--- src/rtl/axi_lite_reg_slave_if.sv ---
// AXI4-Lite bus bundle for the register slave: master drives requests,
// slave drives readies and responses.
interface axi_lite_reg_slave_if #(
  parameter int ADDR_WIDTH = 16
);
  logic [ADDR_WIDTH-1:0] AWADDR;
  logic [2:0]            AWPROT;
  logic                  AWVALID;
  logic                  AWREADY;

  logic [31:0]           WDATA;
  logic [3:0]            WSTRB;
  logic                  WVALID;
  logic                  WREADY;

  logic [1:0]            BRESP;
  logic                  BVALID;
  logic                  BREADY;

  logic [ADDR_WIDTH-1:0] ARADDR;
  logic [2:0]            ARPROT;
  logic                  ARVALID;
  logic                  ARREADY;

  logic [31:0]           RDATA;
  logic [1:0]            RRESP;
  logic                  RVALID;
  logic                  RREADY;

  modport slave (
    input  AWADDR, AWPROT, AWVALID,
    output AWREADY,
    input  WDATA, WSTRB, WVALID,
    output WREADY,
    output BRESP, BVALID,
    input  BREADY,
    input  ARADDR, ARPROT, ARVALID,
    output ARREADY,
    output RDATA, RRESP, RVALID,
    input  RREADY
  );

  modport master (
    output AWADDR, AWPROT, AWVALID,
    input  AWREADY,
    output WDATA, WSTRB, WVALID,
    input  WREADY,
    input  BRESP, BVALID,
    output BREADY,
    output ARADDR, ARPROT, ARVALID,
    input  ARREADY,
    input  RDATA, RRESP, RVALID,
    output RREADY
  );
endinterface

--- src/rtl/axi_lite_reg_slave.sv ---
// AXI4-Lite slave exposing NUM_REGS 32-bit registers with byte strobes.
// Define AXI_LITE_REG_SLVERR_EN to answer out-of-range accesses with SLVERR.
module axi_lite_reg_slave #(
  parameter int          NUM_REGS   = 8,
  parameter int          ADDR_WIDTH = 16,
  parameter logic [31:0] RESET_VAL  = 32'h0000_0000
) (
  input  logic                     ACLK,
  input  logic                     ARESETn,
  axi_lite_reg_slave_if.slave      s_axi,
  output logic [NUM_REGS*32-1:0]   reg_q,
  output logic [NUM_REGS-1:0]      wr_pulse
);

  localparam int SEL_W = (NUM_REGS > 1) ? $clog2(NUM_REGS) : 1;

`ifdef AXI_LITE_REG_SLVERR_EN
  localparam logic [1:0] OOR_RESP = 2'b10;
`else
  localparam logic [1:0] OOR_RESP = 2'b00;
`endif
  localparam logic [1:0] OKAY_RESP = 2'b00;

  // Handshakes: a transfer happens on a rising edge where VALID and READY
  // are both 1. Readies are pure functions of registered state, never of VALID.

  function automatic logic in_range(input logic [ADDR_WIDTH-1:0] a);
    return 64'(a[ADDR_WIDTH-1:2]) < 64'(NUM_REGS);
  endfunction

  function automatic logic [SEL_W-1:0] reg_sel(input logic [ADDR_WIDTH-1:0] a);
    return a[SEL_W+1:2];
  endfunction

  // Write-side state
  logic                  aw_held_q, aw_held_d;
  logic [ADDR_WIDTH-1:0] aw_addr_q, aw_addr_d;
  logic                  w_held_q, w_held_d;
  logic [31:0]           w_data_q, w_data_d;
  logic [3:0]            w_strb_q, w_strb_d;
  logic                  bvalid_q, bvalid_d;
  logic [1:0]            bresp_q, bresp_d;
  logic [NUM_REGS-1:0]   wr_pulse_q, wr_pulse_d;
  logic [31:0]           regs_q [NUM_REGS];
  logic [31:0]           regs_d [NUM_REGS];

  // Read-side state
  logic                  rvalid_q, rvalid_d;
  logic [31:0]           rdata_q, rdata_d;
  logic [1:0]            rresp_q, rresp_d;

  logic awready, wready, arready;
  logic aw_hs, w_hs, ar_hs, b_hs, r_hs;
  logic commit;
  logic commit_in_range;
  logic [SEL_W-1:0] wsel;
  logic [SEL_W-1:0] rsel;

  assign awready = !aw_held_q && !bvalid_q;
  assign wready  = !w_held_q  && !bvalid_q;
  assign arready = !rvalid_q;

  assign aw_hs = s_axi.AWVALID && awready;
  assign w_hs  = s_axi.WVALID  && wready;
  assign ar_hs = s_axi.ARVALID && arready;
  assign b_hs  = bvalid_q && s_axi.BREADY;
  assign r_hs  = rvalid_q && s_axi.RREADY;

  // Address and data are both parked before the commit edge, so the commit
  // works purely from the held copies.
  assign commit          = aw_held_q && w_held_q;
  assign commit_in_range = in_range(aw_addr_q);
  assign wsel            = reg_sel(aw_addr_q);
  assign rsel            = reg_sel(s_axi.ARADDR);

  always_comb begin
    aw_held_d  = aw_held_q;
    aw_addr_d  = aw_addr_q;
    w_held_d   = w_held_q;
    w_data_d   = w_data_q;
    w_strb_d   = w_strb_q;
    bvalid_d   = bvalid_q;
    bresp_d    = bresp_q;
    wr_pulse_d = '0;
    regs_d     = regs_q;

    if (b_hs) begin
      bvalid_d = 1'b0;
    end

    if (aw_hs) begin
      aw_held_d = 1'b1;
      aw_addr_d = s_axi.AWADDR;
    end

    if (w_hs) begin
      w_held_d = 1'b1;
      w_data_d = s_axi.WDATA;
      w_strb_d = s_axi.WSTRB;
    end

    if (commit) begin
      aw_held_d = 1'b0;
      w_held_d  = 1'b0;
      bvalid_d  = 1'b1;
      if (commit_in_range) begin
        for (int b = 0; b < 4; b++) begin
          if (w_strb_q[b]) begin
            regs_d[wsel][8*b +: 8] = w_data_q[8*b +: 8];
          end
        end
        wr_pulse_d[wsel] = 1'b1;
        bresp_d          = OKAY_RESP;
      end else begin
        bresp_d = OOR_RESP;
      end
    end
  end

  // Read data comes from regs_q, so a same-edge commit is not yet visible.
  always_comb begin
    rvalid_d = rvalid_q;
    rdata_d  = rdata_q;
    rresp_d  = rresp_q;

    if (r_hs) begin
      rvalid_d = 1'b0;
    end

    if (ar_hs) begin
      rvalid_d = 1'b1;
      if (in_range(s_axi.ARADDR)) begin
        rdata_d = regs_q[rsel];
        rresp_d = OKAY_RESP;
      end else begin
        rdata_d = 32'h0000_0000;
        rresp_d = OOR_RESP;
      end
    end
  end

  always_ff @(posedge ACLK or negedge ARESETn) begin
    if (!ARESETn) begin
      aw_held_q  <= 1'b0;
      aw_addr_q  <= '0;
      w_held_q   <= 1'b0;
      w_data_q   <= '0;
      w_strb_q   <= '0;
      bvalid_q   <= 1'b0;
      bresp_q    <= 2'b00;
      wr_pulse_q <= '0;
      for (int k = 0; k < NUM_REGS; k++) begin
        regs_q[k] <= RESET_VAL;
      end
    end else begin
      aw_held_q  <= aw_held_d;
      aw_addr_q  <= aw_addr_d;
      w_held_q   <= w_held_d;
      w_data_q   <= w_data_d;
      w_strb_q   <= w_strb_d;
      bvalid_q   <= bvalid_d;
      bresp_q    <= bresp_d;
      wr_pulse_q <= wr_pulse_d;
      regs_q     <= regs_d;
    end
  end

  always_ff @(posedge ACLK or negedge ARESETn) begin
    if (!ARESETn) begin
      rvalid_q <= 1'b0;
      rdata_q  <= 32'h0000_0000;
      rresp_q  <= 2'b00;
    end else begin
      rvalid_q <= rvalid_d;
      rdata_q  <= rdata_d;
      rresp_q  <= rresp_d;
    end
  end

  assign s_axi.AWREADY = awready;
  assign s_axi.WREADY  = wready;
  assign s_axi.BVALID  = bvalid_q;
  assign s_axi.BRESP   = bresp_q;
  assign s_axi.ARREADY = arready;
  assign s_axi.RVALID  = rvalid_q;
  assign s_axi.RDATA   = rdata_q;
  assign s_axi.RRESP   = rresp_q;
  assign wr_pulse      = wr_pulse_q;

  for (genvar k = 0; k < NUM_REGS; k++) begin : g_flat
    assign reg_q[32*k +: 32] = regs_q[k];
  end

  // Protection bits and the byte-lane address bits carry no meaning here.
  logic unused_bits;
  assign unused_bits = ^{s_axi.AWPROT, s_axi.ARPROT, aw_addr_q[1:0], s_axi.ARADDR[1:0]};

  a_b_hold: assert property (@(posedge ACLK) disable iff (!ARESETn)
    bvalid_q && !s_axi.BREADY |=> bvalid_q && $stable(bresp_q));

  a_r_hold: assert property (@(posedge ACLK) disable iff (!ARESETn)
    rvalid_q && !s_axi.RREADY |=> rvalid_q && $stable(rdata_q) && $stable(rresp_q));

  a_pulse_onehot: assert property (@(posedge ACLK) disable iff (!ARESETn)
    $onehot0(wr_pulse_q));

endmodule

--- src/flat_wrapper.sv ---
// flat-port wrapper written by rule: the top's interface ports become plain ports
module axi_lite_reg_slave_flat 
#(
  parameter int          NUM_REGS   = 8,
  parameter int          ADDR_WIDTH = 16,
  parameter logic [31:0] RESET_VAL  = 32'h0000_0000
)
  (ACLK, ARESETn, reg_q, wr_pulse, s_axi_AWADDR, s_axi_AWPROT, s_axi_AWVALID, s_axi_AWREADY, s_axi_WDATA, s_axi_WSTRB, s_axi_WVALID, s_axi_WREADY, s_axi_BRESP, s_axi_BVALID, s_axi_BREADY, s_axi_ARADDR, s_axi_ARPROT, s_axi_ARVALID, s_axi_ARREADY, s_axi_RDATA, s_axi_RRESP, s_axi_RVALID, s_axi_RREADY);
  axi_lite_reg_slave_if #(.ADDR_WIDTH(ADDR_WIDTH)) s_axi_i ();
  input  logic ACLK;
  input  logic ARESETn;
  output logic [NUM_REGS*32-1:0] reg_q;
  output logic [NUM_REGS-1:0] wr_pulse;
  input wire logic [$bits(s_axi_i.AWADDR)-1:0] s_axi_AWADDR;
  input wire logic [$bits(s_axi_i.AWPROT)-1:0] s_axi_AWPROT;
  input wire logic [$bits(s_axi_i.AWVALID)-1:0] s_axi_AWVALID;
  output wire logic [$bits(s_axi_i.AWREADY)-1:0] s_axi_AWREADY;
  input wire logic [$bits(s_axi_i.WDATA)-1:0] s_axi_WDATA;
  input wire logic [$bits(s_axi_i.WSTRB)-1:0] s_axi_WSTRB;
  input wire logic [$bits(s_axi_i.WVALID)-1:0] s_axi_WVALID;
  output wire logic [$bits(s_axi_i.WREADY)-1:0] s_axi_WREADY;
  output wire logic [$bits(s_axi_i.BRESP)-1:0] s_axi_BRESP;
  output wire logic [$bits(s_axi_i.BVALID)-1:0] s_axi_BVALID;
  input wire logic [$bits(s_axi_i.BREADY)-1:0] s_axi_BREADY;
  input wire logic [$bits(s_axi_i.ARADDR)-1:0] s_axi_ARADDR;
  input wire logic [$bits(s_axi_i.ARPROT)-1:0] s_axi_ARPROT;
  input wire logic [$bits(s_axi_i.ARVALID)-1:0] s_axi_ARVALID;
  output wire logic [$bits(s_axi_i.ARREADY)-1:0] s_axi_ARREADY;
  output wire logic [$bits(s_axi_i.RDATA)-1:0] s_axi_RDATA;
  output wire logic [$bits(s_axi_i.RRESP)-1:0] s_axi_RRESP;
  output wire logic [$bits(s_axi_i.RVALID)-1:0] s_axi_RVALID;
  input wire logic [$bits(s_axi_i.RREADY)-1:0] s_axi_RREADY;
  assign s_axi_i.AWADDR = s_axi_AWADDR;
  assign s_axi_i.AWPROT = s_axi_AWPROT;
  assign s_axi_i.AWVALID = s_axi_AWVALID;
  assign s_axi_AWREADY = s_axi_i.AWREADY;
  assign s_axi_i.WDATA = s_axi_WDATA;
  assign s_axi_i.WSTRB = s_axi_WSTRB;
  assign s_axi_i.WVALID = s_axi_WVALID;
  assign s_axi_WREADY = s_axi_i.WREADY;
  assign s_axi_BRESP = s_axi_i.BRESP;
  assign s_axi_BVALID = s_axi_i.BVALID;
  assign s_axi_i.BREADY = s_axi_BREADY;
  assign s_axi_i.ARADDR = s_axi_ARADDR;
  assign s_axi_i.ARPROT = s_axi_ARPROT;
  assign s_axi_i.ARVALID = s_axi_ARVALID;
  assign s_axi_ARREADY = s_axi_i.ARREADY;
  assign s_axi_RDATA = s_axi_i.RDATA;
  assign s_axi_RRESP = s_axi_i.RRESP;
  assign s_axi_RVALID = s_axi_i.RVALID;
  assign s_axi_i.RREADY = s_axi_RREADY;
  axi_lite_reg_slave #(.NUM_REGS(NUM_REGS), .ADDR_WIDTH(ADDR_WIDTH), .RESET_VAL(RESET_VAL)) u_core (.ACLK(ACLK), .ARESETn(ARESETn), .s_axi(s_axi_i), .reg_q(reg_q), .wr_pulse(wr_pulse));
endmodule
--- config.mk ---
export PLATFORM = sky130hd
export DESIGN_NAME = axi_lite_reg_slave_flat
export DESIGN_NICKNAME = d
export VERILOG_FILES = /design/src/rtl/axi_lite_reg_slave_if.sv /design/src/rtl/axi_lite_reg_slave.sv /design/src/flat_wrapper.sv
export SDC_FILE = /design/constraint.sdc
export NUM_CORES = 1
export LEC_CHECK = 0
export BUFFER_PORTS_ARGS = -buffer_cell sky130_fd_sc_hd__buf_2
export CAP_MARGIN = 20
export CELL_PAD_IN_SITES_DETAIL_PLACEMENT = 1
export CELL_PAD_IN_SITES_GLOBAL_PLACEMENT = 1
export CORE_MARGIN = 3
export CORE_UTILIZATION = 47
export CTS_CLUSTER_DIAMETER = 80
export DETAILED_ROUTE_END_ITERATION = 8
export PLACE_DENSITY_LB_ADDON = 0.08
export SLEW_MARGIN = 40
export SYNTH_ARGS = -nofsm -noshare
export SYNTH_HDL_FRONTEND = slang
export SYNTH_SLANG_ARGS = --single-unit
--- constraint.sdc ---
create_clock -name ACLK -period 4 [get_ports ACLK]
set_input_delay 0.4 -clock ACLK [delete_from_list [all_inputs] [get_ports ACLK]]
set_output_delay 0.4 -clock ACLK [all_outputs]
set_load 0.03 [all_outputs]
# --- Word level (Yosys, flattened, before mapping) ---
# Index checks and enable logic that the tools add are counted.
totals:
  reg_bits: 352
  in_bits: 81
  out_inout_bits: 305
  wordCells: 83
classes:
  n_lt_le_gt_ge: 7
  muxes: 38
  bitwise: 2
  reduce_logical: 19
op_table:
  columns: ["operator", "n"]
  rows:
  - ["256-bit two-way mux", 10]
  - ["256-bit bitwise mux", 4]
  - ["32-bit demux with 3-bit select", 4]
  - ["32-bit two-way mux", 4]
  - ["32-bit binary-select mux with 3-bit select", 1]
  - ["14-bit by 4-bit < comparator with 1-bit output, second input constant", 2]
  - ["24-bit two-way mux", 1]
  - ["8-bit two-way mux", 3]
  - ["16-bit two-way mux", 1]
  - ["1-bit logical AND", 10]
  - ["1-bit two-way mux", 9]
  - ["4-bit >= comparator, second input constant", 2]
  - ["3-bit NOT with 4-bit output", 2]
  - ["2-bit nonzero test", 4]
  - ["1-bit logical NOT", 4]
  - ["3-bit by 4-bit < comparator with 1-bit output, second input constant", 1]
  - ["4-bit by 1-bit < comparator with 1-bit output, second input constant", 1]
  - ["1-bit demux with 3-bit select", 1]
  - ["3-bit by 1-bit >= comparator with 1-bit output, second input constant", 1]
  - ["2-bit AND reduction", 1]

# --- Logic depth before layout (Yosys ltp) ---
# Gate-level depths: netlist (run 1).
depth:
  ltp_word: 19
  depth_mapped: 6
  mapped_depth_nobuf: 4

# --- Worst setup path before layout (run 1) ---
# OpenSTA, ideal clock, no wires.
synth_timing:
  kind: "register to register"
  start: "register u_core.bvalid_q (netlist: u_core.s_axi.BVALID)"
  end: "register u_core.w_data_q[10]"
  setup_time_ps: 125
  arrival_time_ps: 2209
  required_time_ps: 3875
  setup_slack_ps: 1666
  path_stages_with_launch: 6
  path_buffers: 2
  synth_period_minus_slack_ps: 2334
  cell_sequence: "dfrtp_1 -> nor2_1 -> and2_1 -> clkbuf_1 -> clkbuf_1 -> mux2_2"
synth_via:
  elab_chain_len: 3
synth_lines:
  columns: ["element", "line", "rtl"]
  rows:
  - ["from (decl)", "axi_lite_reg_slave.sv:41", "logic bvalid_q, bvalid_d;"]
  - ["from (signal assigned)", "axi_lite_reg_slave.sv:161", "bvalid_q <= bvalid_d;"]
  - ["1-bit logical NOT", "axi_lite_reg_slave.sv:60", "assign wready = !w_held_q && !bvalid_q;"]
  - ["1-bit logical AND", "axi_lite_reg_slave.sv:60", null]
  - ["net s_axi_WREADY", "flat_wrapper.sv:21", "output wire logic [$bits(s_axi_i.WREADY)-1:0] s_axi_WREADY;"]
  - ["1-bit logical AND", "axi_lite_reg_slave.sv:64", "assign w_hs = s_axi.WVALID && wready;"]
  - ["to (signal assigned)", "axi_lite_reg_slave.sv:159", "w_data_q <= w_data_d;"]
  - ["to (decl)", "axi_lite_reg_slave.sv:39", "logic [31:0] w_data_q, w_data_d;"]
# The timed path passes the listed nets, and every way through them passes these cells.
# A chain may end at the register's enable or synchronous reset.

# --- Worst setup path after layout (run 1) ---
layout_timing:
  start: "register u_core.aw_addr_q[9]"
  end: "register u_core.regs_q, in the netlist u_core.reg_q[182]"
layout_via:
  elab_chain_len: 2
layout_lines:
  columns: ["element", "line", "rtl"]
  rows:
  - ["from (decl)", "axi_lite_reg_slave.sv:37", "logic [ADDR_WIDTH-1:0] aw_addr_q, aw_addr_d;"]
  - ["from (signal assigned)", "axi_lite_reg_slave.sv:157", "aw_addr_q <= aw_addr_d;"]
  - ["14-bit by 4-bit < comparator with 1-bit output", "axi_lite_reg_slave.sv:28", "return 64'(a[ADDR_WIDTH-1:2]) < 64'(NUM_REGS);"]
  - ["2-bit AND reduction (no line)", null, null]
  - ["to (signal assigned)", "axi_lite_reg_slave.sv:164", "regs_q <= regs_d;"]
  - ["to (decl)", "axi_lite_reg_slave.sv:44", "logic [31:0] regs_q [NUM_REGS];"]
# No other way between the ends.

==> results.json, run 1 <==
{
  "cts-resized-gates": 0,
  "design_power_total_mw": 8.93,
  "relSlewSlack_pct": 47.6,
  "dp_cells": 1689,
  "crit_path_start": "u_core.aw_addr_q[9]$_DFFE_PN0P_",
  "worst_pin_slew_ps": 786,
  "grt_pass1_wl_mm": 66.0,
  "slowest_delay_ps": 680,
  "switchingPower_mw": 2.54,
  "cp-start-kind": "flop",
  "dp_hpwl_mm": 30.2,
  "wirelength_mm": 44.5,
  "drt_iter0_markers": 431,
  "period_minus_slack_ps": 2710,
  "synthCells": 942,
  "finalHoldViolations": 0,
  "ys_seq_elements": 350,
  "antenna_cells": 0,
  "end_kind": "flop",
  "core.rowCount": 65,
  "synth_top_area_share_pct": 57.6,
  "ys.flop_type": "dfrtp_1",
  "synthTopCellsByArea": "dfrtp_1, mux2_2, mux4_2",
  "power_frac_seq_pct": 49.2,
  "fillerInstances": 3057,
  "grt_overflow": 0,
  "hold_path_end": "u_core.s_axi.RVALID$_DFFE_PN0P_",
  "dieArea_mm2": 0.0346,
  "hold_class": "in2reg",
  "synth_edf_count": 0,
  "die_w_um": 186,
  "final_nets": 1410,
  "vias_per_cell": 5.60,
  "grt.total_usage_pct": 25.5,
  "dp_slack_ps": 1330,
  "ff2ff_setup_slack_ps": 1290,
  "syn_avg_cell_area_um2": 16.1,
  "ios": 386,
  "combinationalPowerShare_pct": 11.5,
  "status": "finished clean",
  "p_int_mw": 6.40,
  "finalSetupViolCount": 0,
  "worstHoldPathCells": 2,
  "r2r_start": "u_core.aw_addr_q[9]$_DFFE_PN0P_",
  "synth_top_cell_by_area": "dfrtp_1",
  "crit_path_cell_trace": "nor4_4 -> nand4_4 -> nor2_2 -> mux2_2",
  "core_area_mm2": 0.0317,
  "min_from": "s_axi_RREADY",
  "htreeDepth": 2,
  "root_buffer": "clkbuf_16",
  "synth.distinct_cells": 32,
  "ant_nets": 0,
  "insertion_delay_ps": 520,
  "clk_path_buf_depth": 3,
  "fp.dieH_um": 186,
  "syn_to_final_growth_pct": 23.9,
  "slew_viol_final": 0,
  "antenna_found_initial": 2,
  "p_per_area_mw_per_mm2": 474,
  "clock_power_share_pct": 39.3,
  "grt_pass1_vias": 10539,
  "cts_buffers": 39,
  "synth_warnings": 0,
  "cts.sinks": 350,
  "grt_max_degree": 65,
  "wl_per_cell_um": 25.3,
  "async_flop_share_pct": 100,
  "start_util_pct": 48.0,
  "netlist_area_mm2": 0.0152,
  "final.setup.worst_slack_ps": 1290,
  "vdd_ir_drop_max_mv": 0.481,
  "worst_clock_skew_ps": 14.1,
  "arrival_ps": 3110,
  "synth.yosys.seq_area_share_pct": 57.6,
  "rr_worst_depth": 4,
  "drv_cap": 0,
  "final_area_mm2": 0.0188,
  "rsz0062_at_grt": "false",
  "r2r_end": "u_core.reg_q[182]$_DFFE_PN0P_",
  "io_buffers": 371,
  "sw_frac_of_total_pct": 28.4,
  "clkTransAtPathRegs_ps": 60,
  "drc": 0,
  "path_class": "reg2reg",
  "max_freq_mhz": 369,
  "setup-tns-final_ps": 0,
  "placed_cell_area_mm2": 0.0176,
  "critical_path_buf_inv_count": 0,
  "vias": 9835,
  "critPathMaxFanout": 8,
  "cts_tree": "yes",
  "fin_cells": 1756,
  "drive_gt1_share_pct": 62.3,
  "leakage_nw": 9.85,
  "crit_required_ps": 4400,
  "cpLargestDelayFamily": "simple AND/OR/NAND/NOR gates",
  "slowest_stage": "nor4_4",
  "gp_congestion": 0.812,
  "drtPass1Iterations": 4,
  "post-route-period-util_pct": 67.8
}
per-stage QoR:
| stage | util, % | hold slack (ps) |
|---|---|---|
| after global routing | 59.4 | 82.4 |
| after global placement | 55.3 | 458 |
| after detailed placement | 55.4 | 379 |
| after CTS | 59.4 | 45.9 |
| final | 59.4 | 69.8 |
| after floorplan | - | 104 |
cell usage after synthesis, types with 6 or more instances:
master / count
buf_2: 6
mux2_1: 6
nand2b_1: 7
dfrtp_1: 350
mux2i_1: 32
nor2_1: 9
o21ai_0: 34
mux4_2: 64
clkbuf_1: 29
nor2_4: 28
nand2_1: 38
mux2_4: 16
mux2_2: 284
metal layers:
| metal | track usage, % | part of all wire, % |
|---|---|---|
| met4 | 6.82 | 2.7 |
| met3 | 6.16 | 6.4 |
| met2 | 43.7 | 50 |
| met5 | 0 | 0.045 |
| met1 | 32.7 | 41 |
worst register-to-register path, stage by stage (launching register included):
cell and delay [ps]:
dfrtp_1 400, nor4_4 680, nand4_4 440, nor2_2 670, mux2_2 420
area by class of cell:
cell class / count / area [um^2] / share of cell area (%)
Clock buffer: 59 / 1160 / 6.17
Clock inverter: 7 / 87.6 / 0.465
Timing Repair Buffer: 385 / 2040 / 10.8
Inverter: 3 / 11.3 / 0.0597
Multi-Input combinational cell: 550 / 6280 / 33.3
Sequential cell: 350 / 8760 / 46.5
Tap cell: 402 / 503 / 2.67
power by group through the flow:
stage          clock network, mW  logic (mW)  registers [mW]
6_report                    3.51        1.03            4.39
3_3_place_gp                   0       0.998            4.41
3_5_place_dp                   0        1.04            4.43
2_1_floorplan                  0       0.766            4.21
4_1_cts                     3.61        1.05            4.38
5_1_grt                     3.75        1.11            4.45
logic make-up (layout without fill, tap and decap cells):
logic type	Yosys count	count (layout)	synth area share, %
buffers and inverters	45	454	1.26
other	1	4	0.0247
flip-flops	350	350	57.6
AND/OR/NAND/NOR	108	108	5.28
AO/OA/AOI/OAI	36	36	1.22
multiplexers	402	402	34.6
registers in the layout, indices dropped and copies added, names as in the netlist:
name	cells
u_core.aw_addr_q	14
u_core.aw_held_q	1
u_core.reg_q	256
u_core.s_axi.BVALID	1
u_core.s_axi.RDATA	32
u_core.s_axi.RVALID	1
u_core.w_data_q	32
u_core.w_held_q	1
u_core.w_strb_q	4
u_core.wr_pulse	8
cells in the final DEF, fill, tap and decap left out, types with 6 or more instances in the layout:
cell       count
mux4_2        64
mux2_2       284
mux2i_1       32
clkbuf_1      11
buf_2        368
mux2_4        16
buf_4         10
mux2_1         6
nand2_1       38
o21ai_0       34
nor2_1         9
dfrtp_1      350
nand2b_1       6
clkbuf_8       7
nor2_4        28
clkbuf_16     41
worst max path at each step:
stage | slack, ps | endpoint | cells after the start
2_1_floorplan | 1670 | u_core.w_data_q[10]$_DFFE_PN0P_ | 5
3_3_place_gp | 1300 | u_core.reg_q[183]$_DFFE_PN0P_ | 4
3_5_place_dp | 1330 | u_core.reg_q[176]$_DFFE_PN0P_ | 4
4_1_cts | 1300 | u_core.reg_q[182]$_DFFE_PN0P_ | 4
5_1_grt | 1180 | u_core.reg_q[182]$_DFFE_PN0P_ | 4
6_report | 1290 | u_core.reg_q[182]$_DFFE_PN0P_ | 4
repair_timing:
action | 4_1_cts | 5_1_grt
hold buffers | 1 | 0
endpoints found under the hold margin | 61 | 0
setup buffers | 0 | 0
(Power assumes the default switching activity.)
==> run 2: changes to the inputs <==
- CORE_UTILIZATION: 47 -> 39
- clock period: 4 -> 2.46 ns (I/O delays scaled with it)
==> run 2 against run 1 <==
  * Routed wire length grew 5.7%
  * Sequential power grew 62%
  * Die area grew 20%
  * Worst hold slack gained 58 ps
  * Sequential share of layout area shrank 2.1 points
  * Largest cell class unchanged
==> results.json, run 2 (synthesis results as in run 1) <==
{
  "placed_cell_area_mm2": 0.0179,
  "relSlewSlack_pct": 55.4,
  "drtPass1Iterations": 4,
  "p_per_area_mw_per_mm2": 751,
  "worst_clock_skew_ps": 21.4,
  "vias_per_cell": 5.18,
  "post-route-period-util_pct": 95.6,
  "insertion_delay_ps": 550,
  "worst_pin_slew_ps": 670,
  "worstHoldPathCells": 4,
  "largest_reg_flops": 256,
  "final.setup.worst_slack_ps": 109,
  "ff2ff_setup_slack_ps": 110,
  "syn_to_final_growth_pct": 29.8,
  "ios": 386,
  "htreeDepth": 2,
  "start_util_pct": 40.0,
  "r2r_start": "u_core.aw_addr_q[4]$_DFFE_PN0P_",
  "path_class": "reg2reg",
  "crit_path_start": "u_core.aw_addr_q[4]$_DFFE_PN0P_",
  "gp_congestion": 0.770,
  "period_minus_slack_ps": 2350,
  "fin_cells": 1938,
  "core.rowCount": 71,
  "grt_overflow": 0,
  "r2r_end": "u_core.reg_q[85]$_DFFE_PN0P_",
  "wl_per_cell_um": 24.3,
  "cts.sinks": 350,
  "dp_hpwl_mm": 32.1,
  "drt_iter0_markers": 301,
  "grt_max_degree": 75,
  "cts_tree": "yes",
  "io_buffers": 371,
  "drv_cap": 0,
  "slew_viol_final": 0,
  "max_freq_mhz": 425,
  "final_area_mm2": 0.0197,
  "clk_path_buf_depth": 3,
  "drc": 0,
  "vdd_ir_drop_max_mv": 0.857,
  "final_cell_mix": "buf_2, dfrtp_1, mux2_2, mux4_2, dlygate4sd3_1",
  "status": "finished clean",
  "critPathMaxFanout": 10,
  "final_common_cell": "buf_2",
  "rr_worst_depth": 4,
  "grt_pass1_wl_mm": 71.0,
  "hold_path_end": "u_core.s_axi.RDATA[0]$_DFFE_PN0P_",
  "crit_required_ps": 2880,
  "dp_cells": 1813,
  "finalSetupViolCount": 0,
  "die_w_um": 203,
  "final_nets": 1479,
  "arrival_ps": 2770,
  "ant_nets": 0,
  "setup-tns-final_ps": 0,
  "dieArea_mm2": 0.0414,
  "cts_buffers": 41,
  "min_from": "s_axi_ARADDR[13]",
  "hold_class": "in2reg",
  "grt.total_usage_pct": 22.8,
  "vias": 10031,
  "grt_pass1_vias": 10762,
  "core_area_mm2": 0.0380,
  "drive_gt1_share_pct": 60.4,
  "dp_slack_ps": 106,
  "design_power_total_mw": 14.8,
  "root_buffer": "clkbuf_16",
  "antenna_found_initial": 1,
  "cp-start-kind": "flop",
  "finalHoldViolations": 0,
  "rsz0062_at_grt": "false",
  "wirelength_mm": 47.0,
  "clkTransAtPathRegs_ps": 60,
  "fp.dieH_um": 203,
  "end_kind": "flop",
  "leakage_nw": 10.2,
  "cts-resized-gates": 0
}
## run 2: timing repair
item,4_1_cts,5_1_grt
endpoints found under the hold margin,111,0
endpoints found under the setup margin,0,0
buffers inserted,0,0
hold buffers,53,0
## run 2: area by class of cell
cell class,instances,area [um^2]
Fill cell,3812,18300
Clock buffer,66,1260
Timing Repair Buffer,452,2740
Multi-Input combinational cell,550,6270
Sequential cell,350,8760
Inverter,3,11.3
Tap cell,511,639
Clock inverter,5,53.8
Antenna cell,1,2.50
## run 2: routing by layer
layer  share of wire [%]  vias to the layer above  global-route usage, %  routed length, um
met5                   0                        -                      0                  0
met4                 2.2                        0                   5.75               1010
met3                 6.3                       57                   6.08               2980
met2                  49                      293                   38.0              23100
met1                  42                     5269                   29.8              19900
li1                    -                     4412                      -                  -
## run 2: how the worst max path moves through the flow
stage	end	slack [ps]
after global routing	u_core.reg_q[18]$_DFFE_PN0P_	20
after floorplan	u_core.w_data_q[10]$_DFFE_PN0P_	130
after global placement	u_core.reg_q[16]$_DFFE_PN0P_	130
after CTS	u_core.reg_q[144]$_DFFE_PN0P_	60
after detailed placement	u_core.reg_q[85]$_DFFE_PN0P_	110
final	u_core.reg_q[85]$_DFFE_PN0P_	110
## run 2: critical path, stage by stage, from the launching register on
cell	delay [ps]
dfrtp_1	470
nor4bb_1	480
nand4_4	420
nor2_4	440
mux2_2	390
## run 2: through the flow
| step | utilization (%) | hold slack, ps |
|---|---|---|
| after floorplan | - | -49.6 |
| after global placement | 47.1 | 268 |
| after detailed placement | 47.1 | 265 |
| after CTS | 51.9 | 108 |
| after global routing | 51.9 | 165 |
| final | 51.9 | 128 |
## run 2: where the power goes
| group | switching (mW) | internal [mW] | total [mW] |
|---|---|---|---|
| Clock | 2.35 | 3.60 | 5.95 |
| Sequential | 0.890 | 6.22 | 7.11 |
| Combinational | 0.957 | 0.823 | 1.78 |
| Total | 4.20 | 10.6 | 14.8 |
==> run 3: changes to the inputs <==
- MAX_ROUTING_LAYER: default -> met4
- PLACE_DENSITY: default -> 0.8
- PLACE_DENSITY_LB_ADDON: 0.08 -> default
==> run 3 against run 2 <==
  * Non-clock buffer count is 1 higher
  * Cell area up 0.66%
  * Largest cell class unchanged
  * First-iteration DRC count up 28%
  * Combinational power up 3%
  * Maximum frequency rose by 2.6%
  * Count of clock-buffer cells in the layout fell by 13
  * Worst setup slack improved by 60 ps
  * Core utilization is 0.34 points higher
  * Worst hold slack improved by 150 ps
  * Flip-flop and latch count stayed put
  * Critical path depth is 1 higher
==> results.json, run 3 (synthesis results as in run 1) <==
{
  "vdd_ir_drop_max_mv": 1.00,
  "slowest_delay_ps": 540,
  "syn_to_final_growth_pct": 30.6,
  "crit_path_cell_trace": "nor4_4 -> buf_4 -> nand4_4 -> nor2_4 -> mux2_4",
  "crit_required_ps": 2870,
  "cts_buffers": 40,
  "clk_path_buf_depth": 3,
  "ant_nets": 0,
  "gp_congestion": 0.815,
  "largest_reg_flops": 256,
  "arrival_ps": 2700,
  "relSlewSlack_pct": 51.4,
  "critPathMaxFanout": 8,
  "antenna_found_initial": 0,
  "final.setup.worst_slack_ps": 169,
  "status": "finished clean",
  "hold_class": "in2async",
  "final_cell_mix": "buf_2, dfrtp_1, mux2_2, mux4_2, dlygate4sd3_1",
  "slew_viol_final": 0,
  "grt_overflow": 0,
  "insertion_delay_ps": 520,
  "drtPass1Iterations": 4,
  "drc": 0,
  "clkTransAtPathRegs_ps": 60,
  "ios": 386,
  "path_class": "reg2reg",
  "final_nets": 1479,
  "vias_per_cell": 5.34,
  "setup-tns-final_ps": 0,
  "fillerInstances": 3792,
  "post-route-period-util_pct": 93.1,
  "cp-start-kind": "flop",
  "cts-resized-gates": 0,
  "io_buffers": 371,
  "final_common_cell": "buf_2",
  "drt_iter0_markers": 385,
  "regArea_mm2": 0.00876,
  "rsz0062_at_grt": "false",
  "cts.sinks": 350,
  "fp.dieH_um": 203,
  "ff2ff_setup_slack_ps": 170,
  "fin_util_pct": 52.3,
  "core.rowCount": 71,
  "core_area_mm2": 0.0380,
  "slowest_stage": "nor2_4",
  "period_minus_slack_ps": 2290,
  "dieArea_mm2": 0.0414,
  "grt_max_degree": 71,
  "p_per_area_mw_per_mm2": 767,
  "cts_tree": "yes",
  "drv_cap": 0,
  "wirelength_mm": 49.6,
  "vias": 10330,
  "finalSetupViolCount": 0,
  "grt.total_usage_pct": 24.6,
  "start_util_pct": 40.0,
  "grt_pass1_vias": 11599,
  "worst_pin_slew_ps": 730,
  "grt_pass1_wl_mm": 75.2,
  "worst_clock_skew_ps": 11.2,
  "drive_gt1_share_pct": 61.0,
  "finalHoldViolations": 0,
  "root_buffer": "clkbuf_16",
  "whs_ps": 275,
  "htreeDepth": 2,
  "wl_per_cell_um": 25.6,
  "end_kind": "flop",
  "multiInputGateArea_mm2": 0.00627,
  "dp_hpwl_mm": 33.2,
  "die_w_um": 203,
  "max_freq_mhz": 436,
  "leakage_nw": 10.3,
  "dp_slack_ps": 50.3
}
run 3: worst max-delay path: cells and delay by family, from the launching register on:
family	cells	cell delay, ps
AND/OR/NAND/NOR	3	1150
flip-flops	1	430
multiplexers	1	350
buffers and inverters	1	230
run 3: layout make-up:
type | count | area share [%]
antenna | 1 | 0.0126
clock buffer | 53 | 5.79
clock inverter | 15 | 1.13
inverter | 3 | 0.0567
multi-input combinational | 550 | 31.6
sequential | 350 | 44.1
tap | 511 | 3.22
timing repair buffer | 453 | 14.1
run 3: routing by layer:
metal  global-route usage [%]  part of all wire, %  up-vias
li1                         -                    -     4395
met4                     7.77                  3.1        0
met3                     4.88                  5.4       91
met1                     30.8                   41     5501
met5                        -                    0        -
met2                     40.7                   51      343
run 3: path summary, 6_finish.rpt:
check | from | end | depth (start not counted)
max | u_core.aw_addr_q[6]$_DFFE_PN0P_ | u_core.reg_q[144]$_DFFE_PN0P_ | 5
min | ARESETn | u_core.reg_q[122]$_DFFE_PN0P_ | 2
max reg2reg | u_core.aw_addr_q[6]$_DFFE_PN0P_ | u_core.reg_q[144]$_DFFE_PN0P_ | 5
min reg2reg | u_core.s_axi.RDATA[1]$_DFFE_PN0P_ | u_core.s_axi.RDATA[1]$_DFFE_PN0P_ | 2
max in group asynchronous | ARESETn | u_core.reg_q[33]$_DFFE_PN0P_ | 3
min in group ACLK | s_axi_ARADDR[2] | u_core.s_axi.RDATA[12]$_DFFE_PN0P_ | 3
run 3: power by group:
group	internal, mW	total (mW)	switching [mW]
Clock	3.90	6.22	2.32
Sequential	6.22	7.19	0.976
Combinational	0.826	1.83	1.00
run 3: stage by stage:
stage	instances	power (mW)	cell area [um^2]
2_1_floorplan	945	8.09	15200
3_5_place_dp	1809	8.97	17900
3_3_place_gp	1809	8.83	17900
5_1_grt	1935	15.9	19900
4_1_cts	1930	15.3	19800
6_report	1936	15.2	19900
run 3: timing repair:
action	CTS	global route
setup buffers	0	5
setup endpoints to repair	0	37
hold endpoints to repair	105	0
hold buffers	53	0
